File: config.mk
export PLATFORM = sky130hd
export DESIGN_NAME = serial_adder_flat
export DESIGN_NICKNAME = d
export VERILOG_FILES = /design/src/rtl/serial_adder_if.sv /design/src/rtl/serial_adder.sv /design/src/flat_wrapper.sv
export SDC_FILE = /design/constraint.sdc
export NUM_CORES = 1
export LEC_CHECK = 0
export CELL_PAD_IN_SITES_DETAIL_PLACEMENT = 2
export CELL_PAD_IN_SITES_GLOBAL_PLACEMENT = 2
export CORE_MARGIN = 3
export CORE_UTILIZATION = 34
export CTS_CLUSTER_DIAMETER = 40
export DETAILED_ROUTE_END_ITERATION = 10
export GPL_ROUTABILITY_DRIVEN = 1
export PLACE_DENSITY_LB_ADDON = 0.1
export SYNTH_ARGS = -nofsm -noshare
export SYNTH_HDL_FRONTEND = slang
export SYNTH_SLANG_ARGS = --single-unit
File: constraint.sdc
create_clock -name clk_i -period 3.4 [get_ports clk_i]
set_clock_uncertainty 0.05 [all_clocks]
set_input_delay 1.02 -clock clk_i [delete_from_list [all_inputs] [get_ports clk_i]]
set_output_delay 1.02 -clock clk_i [all_outputs]
set_load 0.03 [all_outputs]
File: src/rtl/serial_adder_if.sv
// Operand/result bundle between a requester and serial_adder.
// Carries the sub select only when SERIAL_ADDER_SUB_EN is defined.
interface serial_adder_if #(
  parameter int WIDTH = 8
);
  logic             start;
  logic [WIDTH-1:0] a;
  logic [WIDTH-1:0] b;
  logic             cin;
`ifdef SERIAL_ADDER_SUB_EN
  logic             sub;
`endif
  logic             busy;
  logic             done;
  logic [WIDTH-1:0] sum;
  logic             cout;

`ifdef SERIAL_ADDER_SUB_EN
  modport master (output start, a, b, cin, sub, input busy, done, sum, cout);
  modport slave  (input start, a, b, cin, sub, output busy, done, sum, cout);
`else
  modport master (output start, a, b, cin, input busy, done, sum, cout);
  modport slave  (input start, a, b, cin, output busy, done, sum, cout);
`endif
endinterface

File: src/rtl/serial_adder.sv
// Bit-serial adder: one full_adder plus a carry flop, LSB first, WIDTH+2 cycles per op.
// Optional subtract mode (b inverted, carry seeded with 1) under SERIAL_ADDER_SUB_EN.
module full_adder (
  input  logic a_i,
  input  logic b_i,
  input  logic c_i,
  output logic sum_o,
  output logic carry_o
);
  assign sum_o   = a_i ^ b_i ^ c_i;
  assign carry_o = (a_i & b_i) | (a_i & c_i) | (b_i & c_i);
endmodule

module serial_adder #(
  parameter int WIDTH = 8
) (
  input logic            clk_i,
  input logic            rst_i,
  serial_adder_if.slave  bus
);
  localparam int CW = $clog2(WIDTH);
  localparam logic [CW-1:0] CNT_LAST = CW'(WIDTH - 1);

  typedef enum logic [1:0] {IDLE, SHIFT, DONE} state_e;

  state_e           state_q, state_d;
  logic [WIDTH-1:0] opa_q, opa_d, opb_q, opb_d, acc_q, acc_d, sum_q, sum_d;
  logic             carry_q, carry_d, cout_q, cout_d;
  logic [CW-1:0]    cnt_q, cnt_d;
  logic             fa_s, fa_co;

  full_adder u_fa (
    .a_i     (opa_q[0]),
    .b_i     (opb_q[0]),
    .c_i     (carry_q),
    .sum_o   (fa_s),
    .carry_o (fa_co)
  );

  always_ff @(posedge clk_i) begin
    if (rst_i) begin
      state_q <= IDLE;
      opa_q   <= '0;
      opb_q   <= '0;
      acc_q   <= '0;
      sum_q   <= '0;
      carry_q <= 1'b0;
      cout_q  <= 1'b0;
      cnt_q   <= '0;
    end else begin
      state_q <= state_d;
      opa_q   <= opa_d;
      opb_q   <= opb_d;
      acc_q   <= acc_d;
      sum_q   <= sum_d;
      carry_q <= carry_d;
      cout_q  <= cout_d;
      cnt_q   <= cnt_d;
    end
  end

  always_comb begin
    state_d = state_q;
    opa_d   = opa_q;
    opb_d   = opb_q;
    acc_d   = acc_q;
    sum_d   = sum_q;
    carry_d = carry_q;
    cout_d  = cout_q;
    cnt_d   = cnt_q;
    unique case (state_q)
      IDLE: begin
        if (bus.start) begin
          opa_d = bus.a;
`ifdef SERIAL_ADDER_SUB_EN
          // Two's complement subtract: a + ~b + 1
          opb_d   = bus.sub ? ~bus.b : bus.b;
          carry_d = bus.sub ? 1'b1 : bus.cin;
`else
          opb_d   = bus.b;
          carry_d = bus.cin;
`endif
          cnt_d   = '0;
          state_d = SHIFT;
        end
      end
      SHIFT: begin
        carry_d = fa_co;
        acc_d   = {fa_s, acc_q[WIDTH-1:1]};
        opa_d   = opa_q >> 1;
        opb_d   = opb_q >> 1;
        // Counter holds at terminal count so it never wraps
        if (cnt_q == CNT_LAST) begin
          sum_d   = {fa_s, acc_q[WIDTH-1:1]};
          cout_d  = fa_co;
          state_d = DONE;
        end else begin
          cnt_d = cnt_q + 1'b1;
        end
      end
      DONE: state_d = IDLE;
      default: state_d = IDLE;
    endcase
  end

  assign bus.busy = (state_q == SHIFT) || (state_q == DONE);
  assign bus.done = (state_q == DONE);
  assign bus.sum  = sum_q;
  assign bus.cout = cout_q;
endmodule

File: src/flat_wrapper.sv
// flat-port wrapper written by rule: the top's interface ports become plain ports
module serial_adder_flat 
#(
  parameter int WIDTH = 8
)
  (clk_i, rst_i, bus_start, bus_a, bus_b, bus_cin, bus_busy, bus_done, bus_sum, bus_cout);
  serial_adder_if #(.WIDTH(WIDTH)) bus_i ();
  input logic clk_i;
  input logic rst_i;
  input wire logic [$bits(bus_i.start)-1:0] bus_start;
  input wire logic [$bits(bus_i.a)-1:0] bus_a;
  input wire logic [$bits(bus_i.b)-1:0] bus_b;
  input wire logic [$bits(bus_i.cin)-1:0] bus_cin;
  output wire logic [$bits(bus_i.busy)-1:0] bus_busy;
  output wire logic [$bits(bus_i.done)-1:0] bus_done;
  output wire logic [$bits(bus_i.sum)-1:0] bus_sum;
  output wire logic [$bits(bus_i.cout)-1:0] bus_cout;
  assign bus_i.start = bus_start;
  assign bus_i.a = bus_a;
  assign bus_i.b = bus_b;
  assign bus_i.cin = bus_cin;
  assign bus_busy = bus_i.busy;
  assign bus_done = bus_i.done;
  assign bus_sum = bus_i.sum;
  assign bus_cout = bus_i.cout;
  serial_adder #(.WIDTH(WIDTH)) u_core (.clk_i(clk_i), .rst_i(rst_i), .bus(bus_i));
endmodule
# After elaboration in Yosys (flattened, before gate mapping)
# Index checks and enable logic that the tools add are counted.
dict set report totals {
  out_inout_bits 11
  register_bits 39
}
dict set report classes {
  n_eq_ne 6
  bitwise 7
  n_mux 12
  reduce_logical 7
  n_addsub 1
}
# operator n
set ops {}
lappend ops {{$pmux W8 S2} 2}
lappend ops {{$mux W8} 2}
lappend ops {{$mux W3} 2}
lappend ops {{$pmux W3 S2} 1}
lappend ops {{$reduce_and A2 Y1} 3}
lappend ops {{$mux W2} 2}
lappend ops {{$ne A2 B2 Y1 const B} 2}
lappend ops {{$pmux W2 S2} 1}
lappend ops {{$add A3 B1 Y3 const B} 1}
lappend ops {{$and A1 B1 Y1} 3}
lappend ops {{$eq A3 B3 Y1 const B} 1}
lappend ops {{$reduce_and A3 Y1} 1}
lappend ops {{$eq A2 B1 Y1 const B} 1}
lappend ops {{$eq A2 B2 Y1 const B} 1}
lappend ops {{$logic_not A2 Y1} 1}
lappend ops {{$ne A2 B1 Y1 const B} 1}
lappend ops {{$or A1 B1 Y1} 2}
lappend ops {{$pmux W1 S2} 1}
lappend ops {{$reduce_bool A2 Y1} 1}
lappend ops {{$xor A1 B1 Y1} 2}
lappend ops {{$logic_or A1 B1 Y1} 1}
lappend ops {{$mux W1} 1}

# Depth between registers and ports, before layout
# Gate-level depths: netlist of run 1.
dict set report logic_depth {
  depth_word 4
  ltp_mapped 7
  ltp_nobuf 5
}

# By module
# From an unflattened synthesis of run 1, not the netlist that was laid out.
dict set report unflattened {
  hier_cells 174
  area_unflattened_um2 1647.8
}
# module area_each_um2 cells_per_inst n_inst
set by_module_without_submodules {}
lappend by_module_without_submodules {serial_adder 1627.8 173 1}
lappend by_module_without_submodules {full_adder 20.0 1 1}

# Worst setup path after synthesis of run 1
# No wires, ideal clock.
dict set report synth_path {
  path_type {reg2out}
  from {register u_core.state_q[0]}
  to {output bus_busy}
  t_required_ps 2330
  arrival_ps 846
  path_slack_ps 1484
  stages_incl_launch_ff 3
  path_cell_list {dfxtp_1 > inv_1 > ha_1}
}
dict set report synth_between {
  elab_chain_cells 2
}
# element line_no
set synth_lines {}
lappend synth_lines {{start, declared} serial_adder.sv:26} ;# state_e state_q, state_d;
lappend synth_lines {{start signal, assigned} serial_adder.sv:51} ;# state_q <= state_d;
lappend synth_lines {{$eq A2 B1 Y1 / $eq A2 B2 Y1 (equally long branches)} serial_adder.sv:106} ;# assign bus.busy = (state_q == SHIFT) || (state_q == DONE);
lappend synth_lines {{$logic_or A1 B1 Y1 *} serial_adder.sv:106}
lappend synth_lines {{end, declared} flat_wrapper.sv:14} ;# output wire logic [$bits(bus_i.busy)-1:0] bus_busy;
# Mark *: on every way between the ends. The rest lies on a longest branch, timed or not.

# Worst setup path after layout of run 1
dict set report layout_path {
  from {register u_core.state_q[1]}
  to {output bus_busy}
}
# The elaborated chain is that of the path after synthesis.

==> results.yml, run 1 <==
cells_and_area:
  syn_to_final_growth_pct: 28.5
  antennaDiodeCount: 0
  final_cells: 270
  fillers: 481
  fin_area_um2: 2130
  drive_above_1_share: 0.0585
  finalNetCount: 232
routing:
  vias: 1325
  dr.pass1.iters: 2
  drt-total-wl_um: 3980
  viasPerCell: 4.91
  drtIter0Drc: 25
  detail-route-antenna-nets: 0
  drc: 0
  routedWlPerCell_um: 14.7
clock_tree:
  cts_resized: 0
  cts_sinks: 38
  cts.path.max_buffers: 2
  cts_root_buf: "clkbuf_8"
  h-tree-depth: 2
  cts.hold.buffers_added: 0
  cts_tree: "built"
  post_cts_buffers: 0
  cts-buffers-inserted: 5
  clk_pin_slew_ns: 0.08
  clock_latency_ns: 0.29
yosys:
  synthArstFlopShare: 0
  synthCells: 176
  yosys_warnings: 0
  ys_types: 27
  ys_seq_area_frac: 0.458
  ys.flop_type: "dfxtp_1"
  synth_seq_cells: 38
  avgSynthCellArea_um2: 9.44
  syn_area_um2: 1660
  syn_nets: 204
  synth-edff-count: 0
place:
  dp_hpwl_um: 2820
  numPortBuffers: 30
  pre_cts_ws_ns: 0.750
  placed_cells: 262
  gp_routability_congestion: 0.731
  placed_area_um2: 1990
global_route:
  grt_pass1_vias: 1434
  grt_max_degree: 33
  grt_first_pass_wirelength_um: 6820
  grt_usage: 0.144
  antenna_found_initial: 0
  grt_overflow_total: 0
floorplan:
  die_area_um2: 5760
  core_area_um2: 4530
  row_count: 24
  dieHeight_um: 75.9
  initial_core_util: 0.366
  pin_count: 31
  die_w_um: 75.9
sta:
  slew_headroom: 0.622
  post-route-period-util: 0.825
  final.min_clock_period_ns: 2.80
  rsz0062_at_grt: "false"
  finalHoldViolations: 0
  finalSetupTns_ns: 0
  postLayoutSetupSlackWorst_ns: 0.596
  slew_violations: 0
  tightest_slew_ns: 0.567
  fmax_mhz: 357
  setup-violations-final: 0
power_and_ir_drop:
  power.density_nw_per_um2: 548
  leakage_nw: 0.781
  peakVddDrop_mv: 0.202
critical_path:
  worst_ep_required_time_ns: 2.33
  worst-path-max-fanout: 4
  startpoint_type: "flop"
  worst-setup-path-type: "flop to output pin"
  arrival_ns: 1.73
  regToRegSetupSlack_ns: 1.35
  end_kind: "output pin"
run:
  maxCapViolCount: 0
outcome:
  status: "finished clean"
hold_path:
  hold_path_class: "flop to flop"
==> cell usage in the layout, fill, tap and decap left out, types with 2 or more instances in the layout <==
cell | netlist | layout
dfxtp_1 | 38 | 38
clkdlybuf4s50_1 | 0 | 30
mux2i_1 | 23 | 23
nor2_1 | 22 | 22
nand2_1 | 21 | 21
a211oi_1 | 16 | 16
a21oi_1 | 14 | 14
ha_1 | 7 | 7
clkbuf_8 | 0 | 6
inv_1 | 4 | 4
o21ai_0 | 4 | 4
nand2b_1 | 2 | 2
or3_1 | 2 | 2
bufinv_16 | 0 | 2
buf_4 | 4 | 2
==> metal layers <==
metal	share of wire	GRT usage
met1	0.43	0.166
met2	0.52	0.261
met5	0	0
met4	0.013	0.0598
met3	0.035	0.0273
==> critical path: stages, from the launching register on <==
cell and delay (ns):
dfxtp_1 0.38, inv_1 0.12, ha_1 0.29, clkdlybuf4s50_1 0.67
==> final timing paths <==
path | startpoint | endpoint | cells after the start
setup / recovery | u_core.state_q[1]$_SDFFE_PP0P_ | bus_busy | 3
hold / removal | u_core.bus.cout$_SDFFE_PP0P_ | u_core.bus.cout$_SDFFE_PP0P_ | 2
setup reg to reg | u_core.state_q[1]$_SDFFE_PP0P_ | u_core.opa_q[2]$_SDFFE_PP0P_ | 6
hold reg to reg | u_core.bus.cout$_SDFFE_PP0P_ | u_core.bus.cout$_SDFFE_PP0P_ | 2
==> cell type report <==
class / instances / area, um2 / area share
Clock inverter: 2 / 60.1 / 0.0281
Tap cell: 65 / 81.3 / 0.0381
Sequential cell: 38 / 761 / 0.356
Clock buffer: 6 / 82.6 / 0.0387
Timing Repair Buffer: 32 / 315 / 0.148
Inverter: 4 / 15.0 / 0.00703
Multi-Input combinational cell: 123 / 820 / 0.384
==> stage by stage <==
step	total power, W	utilization	hold WS, ns
5_1_grt	0.00123	0.471	0.433
3_5_place_dp	0.000709	0.439	0.406
3_3_place_gp	0.000695	0.439	0.393
6_report	0.00117	0.471	0.413
2_1_floorplan	0.000657	-	0.381
4_1_cts	0.00119	0.471	0.418
==> power by group <==
group          internal (W)  total, W  switching, W  leakage [nW]
logic             0.0000917  0.000196      0.000104         0.399
clock network      0.000313  0.000475      0.000161        0.0714
registers          0.000479  0.000500     0.0000215         0.310
==> state kept, by name, indices dropped and copies added, names as in the netlist <==
name and cells:
u_core.bus.sum 8, u_core.opb_q 8, u_core.opa_q 8, u_core.carry_q 1
u_core.cnt_q 3, u_core.acc_q 7, u_core.bus.cout 1, u_core.state_q 2
==> logic make-up (layout without fill, tap and decap cells) <==
| family | after synthesis | count (layout) | synth area share |
|---|---|---|---|
| flip-flops | 38 | 38 | 0.458 |
| multiplexers | 24 | 24 | 0.145 |
| AO/OA/AOI/OAI | 37 | 37 | 0.140 |
| AND/OR/NAND/NOR | 54 | 54 | 0.143 |
| adder cells (fa/ha/maj) | 8 | 8 | 0.0648 |
| buffers and inverters | 15 | 44 | 0.0489 |
==> synthesized netlist by cell type, types with 2 or more instances <==
| cell | number | area (um2) |
|---|---|---|
| mux2i_1 | 23 | 230 |
| clkbuf_1 | 4 | 15.0 |
| inv_1 | 4 | 15.0 |
| or3_1 | 2 | 12.5 |
| nand2_1 | 21 | 78.8 |
| nor2_1 | 22 | 82.6 |
| a21oi_1 | 14 | 70.1 |
| dfxtp_1 | 38 | 761 |
| a211oi_1 | 16 | 120 |
| buf_4 | 4 | 30.0 |
| buf_2 | 2 | 10.0 |
| o21ai_0 | 4 | 20.0 |
| nand2b_1 | 2 | 12.5 |
| ha_1 | 7 | 87.6 |
Note: power is estimated with default switching activity, not from simulation.
==> inputs of run 2 (changes only) <==
--- a/config.mk
+++ b/config.mk
@@ -8,7 +8,7 @@
 export CELL_PAD_IN_SITES_DETAIL_PLACEMENT = 2
 export CELL_PAD_IN_SITES_GLOBAL_PLACEMENT = 2
 export CORE_MARGIN = 3
-export CORE_UTILIZATION = 34
+export CORE_UTILIZATION = 28
 export CTS_CLUSTER_DIAMETER = 40
 export DETAILED_ROUTE_END_ITERATION = 10
 export GPL_ROUTABILITY_DRIVEN = 1
==> constraint.sdc (replaced) <==
create_clock -name clk_i -period 2.5 [get_ports clk_i]
set_clock_uncertainty 0.05 [all_clocks]
set_input_delay 0.75 -clock clk_i [delete_from_list [all_inputs] [get_ports clk_i]]
set_output_delay 0.75 -clock clk_i [all_outputs]
set_load 0.03 [all_outputs]
==> results.yml, run 2 (synthesized netlist as in run 1, its figures left out) <==
critical_path:
  critical_path.max_stage_delay_ns: 0.67
  regToRegSetupSlack_ns: 0.50
  worst_path_dominant_cell_family: "buffers and inverters"
  worst-setup-path-type: "flop to output pin"
  arrival_ns: 1.59
  cp_cell_sequence: "inv_1, ha_1, clkdlybuf4s50_1"
  slowest_stage: "clkdlybuf4s50_1"
  reg2reg_from: "u_core.state_q[1]$_SDFFE_PP0P_"
  worst_ep_required_time_ns: 1.70
  startpoint_type: "flop"
  worst-path-max-fanout: 4
  reg2reg_to: "u_core.cnt_q[0]$_SDFFE_PP0P_"
  end_kind: "output pin"
  r2r.worst_path.cells: 5
  critPathBufInv: 2
sta:
  finalSetupTns_ns: 0
  fmax_mhz: 418
  finalHoldViolations: 0
  tightest_slew_ns: 0.572
  setup-violations-final: 0
  rsz0062_at_grt: "false"
  holdWs_ns: 0.410
  post-route-period-util: 0.958
  slew_headroom: 0.618
  final.min_clock_period_ns: 2.39
  slew_violations: 0
global_route:
  use_met2: 0.212
  grt.busiest_layer: "met2"
  antenna_found_initial: 0
  grt_usage: 0.120
  grt_pass1_vias: 1442
  grt_first_pass_wirelength_um: 6750
  grt_max_degree: 32
  use_met1: 0.135
  grt_overflow_total: 0
  use_met3: 0.0298
hold_path:
  hold_path_class: "flop to flop"
  min_to: "u_core.bus.sum[0]$_SDFFE_PP0P_"
  min_path_cells: 2
  hold_start: "u_core.bus.sum[0]$_SDFFE_PP0P_"
place:
  gp_routability_congestion: 0.680
  numPortBuffers: 30
  placed_cells: 270
  dp_hpwl_um: 2910
cells_and_area:
  final_common_cell: "dfxtp_1"
  final_cells: 278
  finalNetCount: 233
  antennaDiodeCount: 0
  syn_to_final_growth_pct: 28.0
  final_cell_mix: "dfxtp_1 (38), clkdlybuf4s50_1 (29), mux2i_1 (23), nor2_1 (22), nand2_1 (21)"
  drive_above_1_share: 0.0631
routing:
  dr.pass1.iters: 2
  drtIter0Drc: 32
  drt-total-wl_um: 3980
  vias: 1325
  drc: 0
  routedWlPerCell_um: 14.3
  detail-route-antenna-nets: 0
  viasPerCell: 4.77
clock_tree:
  clock_latency_ns: 0.29
  cts.hold.buffers_added: 0
  h-tree-depth: 2
  clk_pin_slew_ns: 0.07
  cts_sinks: 38
  cts_root_buf: "clkbuf_8"
  cts.path.max_buffers: 2
  cts-buffers-inserted: 5
  cts_tree: "built"
power_and_ir_drop:
  leakage_nw: 0.774
  power.density_nw_per_um2: 662
  peakVddDrop_mv: 0.212
outcome:
  status: "finished clean"
floorplan:
  initial_core_util: 0.296
  pin_count: 31
  die_area_um2: 6890
  die_w_um: 83.0
  dieHeight_um: 83.0
  row_count: 27
  core_area_um2: 5610
run:
  maxCapViolCount: 0
run 2: changes by cell type in the layout (fill, tap and decap cells not counted):
cell / before / now
buf_12: 0 / 2
bufinv_16: 2 / 0
buf_4: 2 / 1
clkdlybuf4s50_1: 30 / 29
clkinv_2: 0 / 1
clkinvlp_4: 0 / 1
dlygate4sd2_1: 0 / 1
run 2: tightest hold or removal path: cells and delay by family (launching register included):
kind	cells	cell delay, ns
AND/OR/NAND/NOR	1	0.05
AO/OA/AOI/OAI	1	0.05
flip-flops	1	0.31
run 2: per-layer routing:
layer / vias to the layer above / part of all wire
met1: 624 / 0.43
met3: 5 / 0.040
met5: - / 0
met4: 0 / 0.017
met2: 28 / 0.51
li1: 668 / -
run 2: area by class of cell:
cell class,count,area (um2)
fillers,628,3480
repair buffers,33,347
clock buffers,6,82.6
clock inverters,2,12.5
multi-input cells,123,820
inverters,4,15.0
flip-flops and latches,38,761
well taps,72,90.1
run 2: worst max-delay path by stage:
| stage | start | end | slack, ns | cells past startpoint |
|---|---|---|---|---|
| 2_1_floorplan | u_core.state_q[0]$_SDFFE_PP0P_ | bus_busy | 0.85 | 2 |
| 3_3_place_gp | u_core.state_q[0]$_SDFFE_PP0P_ | bus_busy | 0.34 | 3 |
| 3_5_place_dp | u_core.state_q[0]$_SDFFE_PP0P_ | bus_busy | 0.27 | 3 |
| 4_1_cts | u_core.state_q[0]$_SDFFE_PP0P_ | bus_done | 0.08 | 3 |
| 5_1_grt | u_core.state_q[0]$_SDFFE_PP0P_ | bus_done | 0.03 | 3 |
| 6_report | u_core.state_q[0]$_SDFFE_PP0P_ | bus_done | 0.11 | 3 |
run 2: timing repair:
item                                    in CTS  in global routing
endpoints found under the setup margin       1                  0
setup buffers                                0                  0
gates resized for setup                      1                  0
run 2: through the flow:
stage	cell area (um2)	power [W]	setup WS [ns]	utilization
5_1_grt	2130	0.00149	0.0330	0.379
4_1_cts	2130	0.00144	0.0762	0.379
3_3_place_gp	2030	0.000964	0.342	0.363
3_5_place_dp	2030	0.000983	0.272	0.363
6_report	2130	0.00141	0.106	0.379
2_1_floorplan	1660	0.000893	0.854	-
run 2: power by group:
part | internal [W] | switching (W)
sequential | 0.000651 | 0.0000283
combinational | 0.000136 | 0.000148
clock | 0.000222 | 0.000222
total | 0.00101 | 0.000398
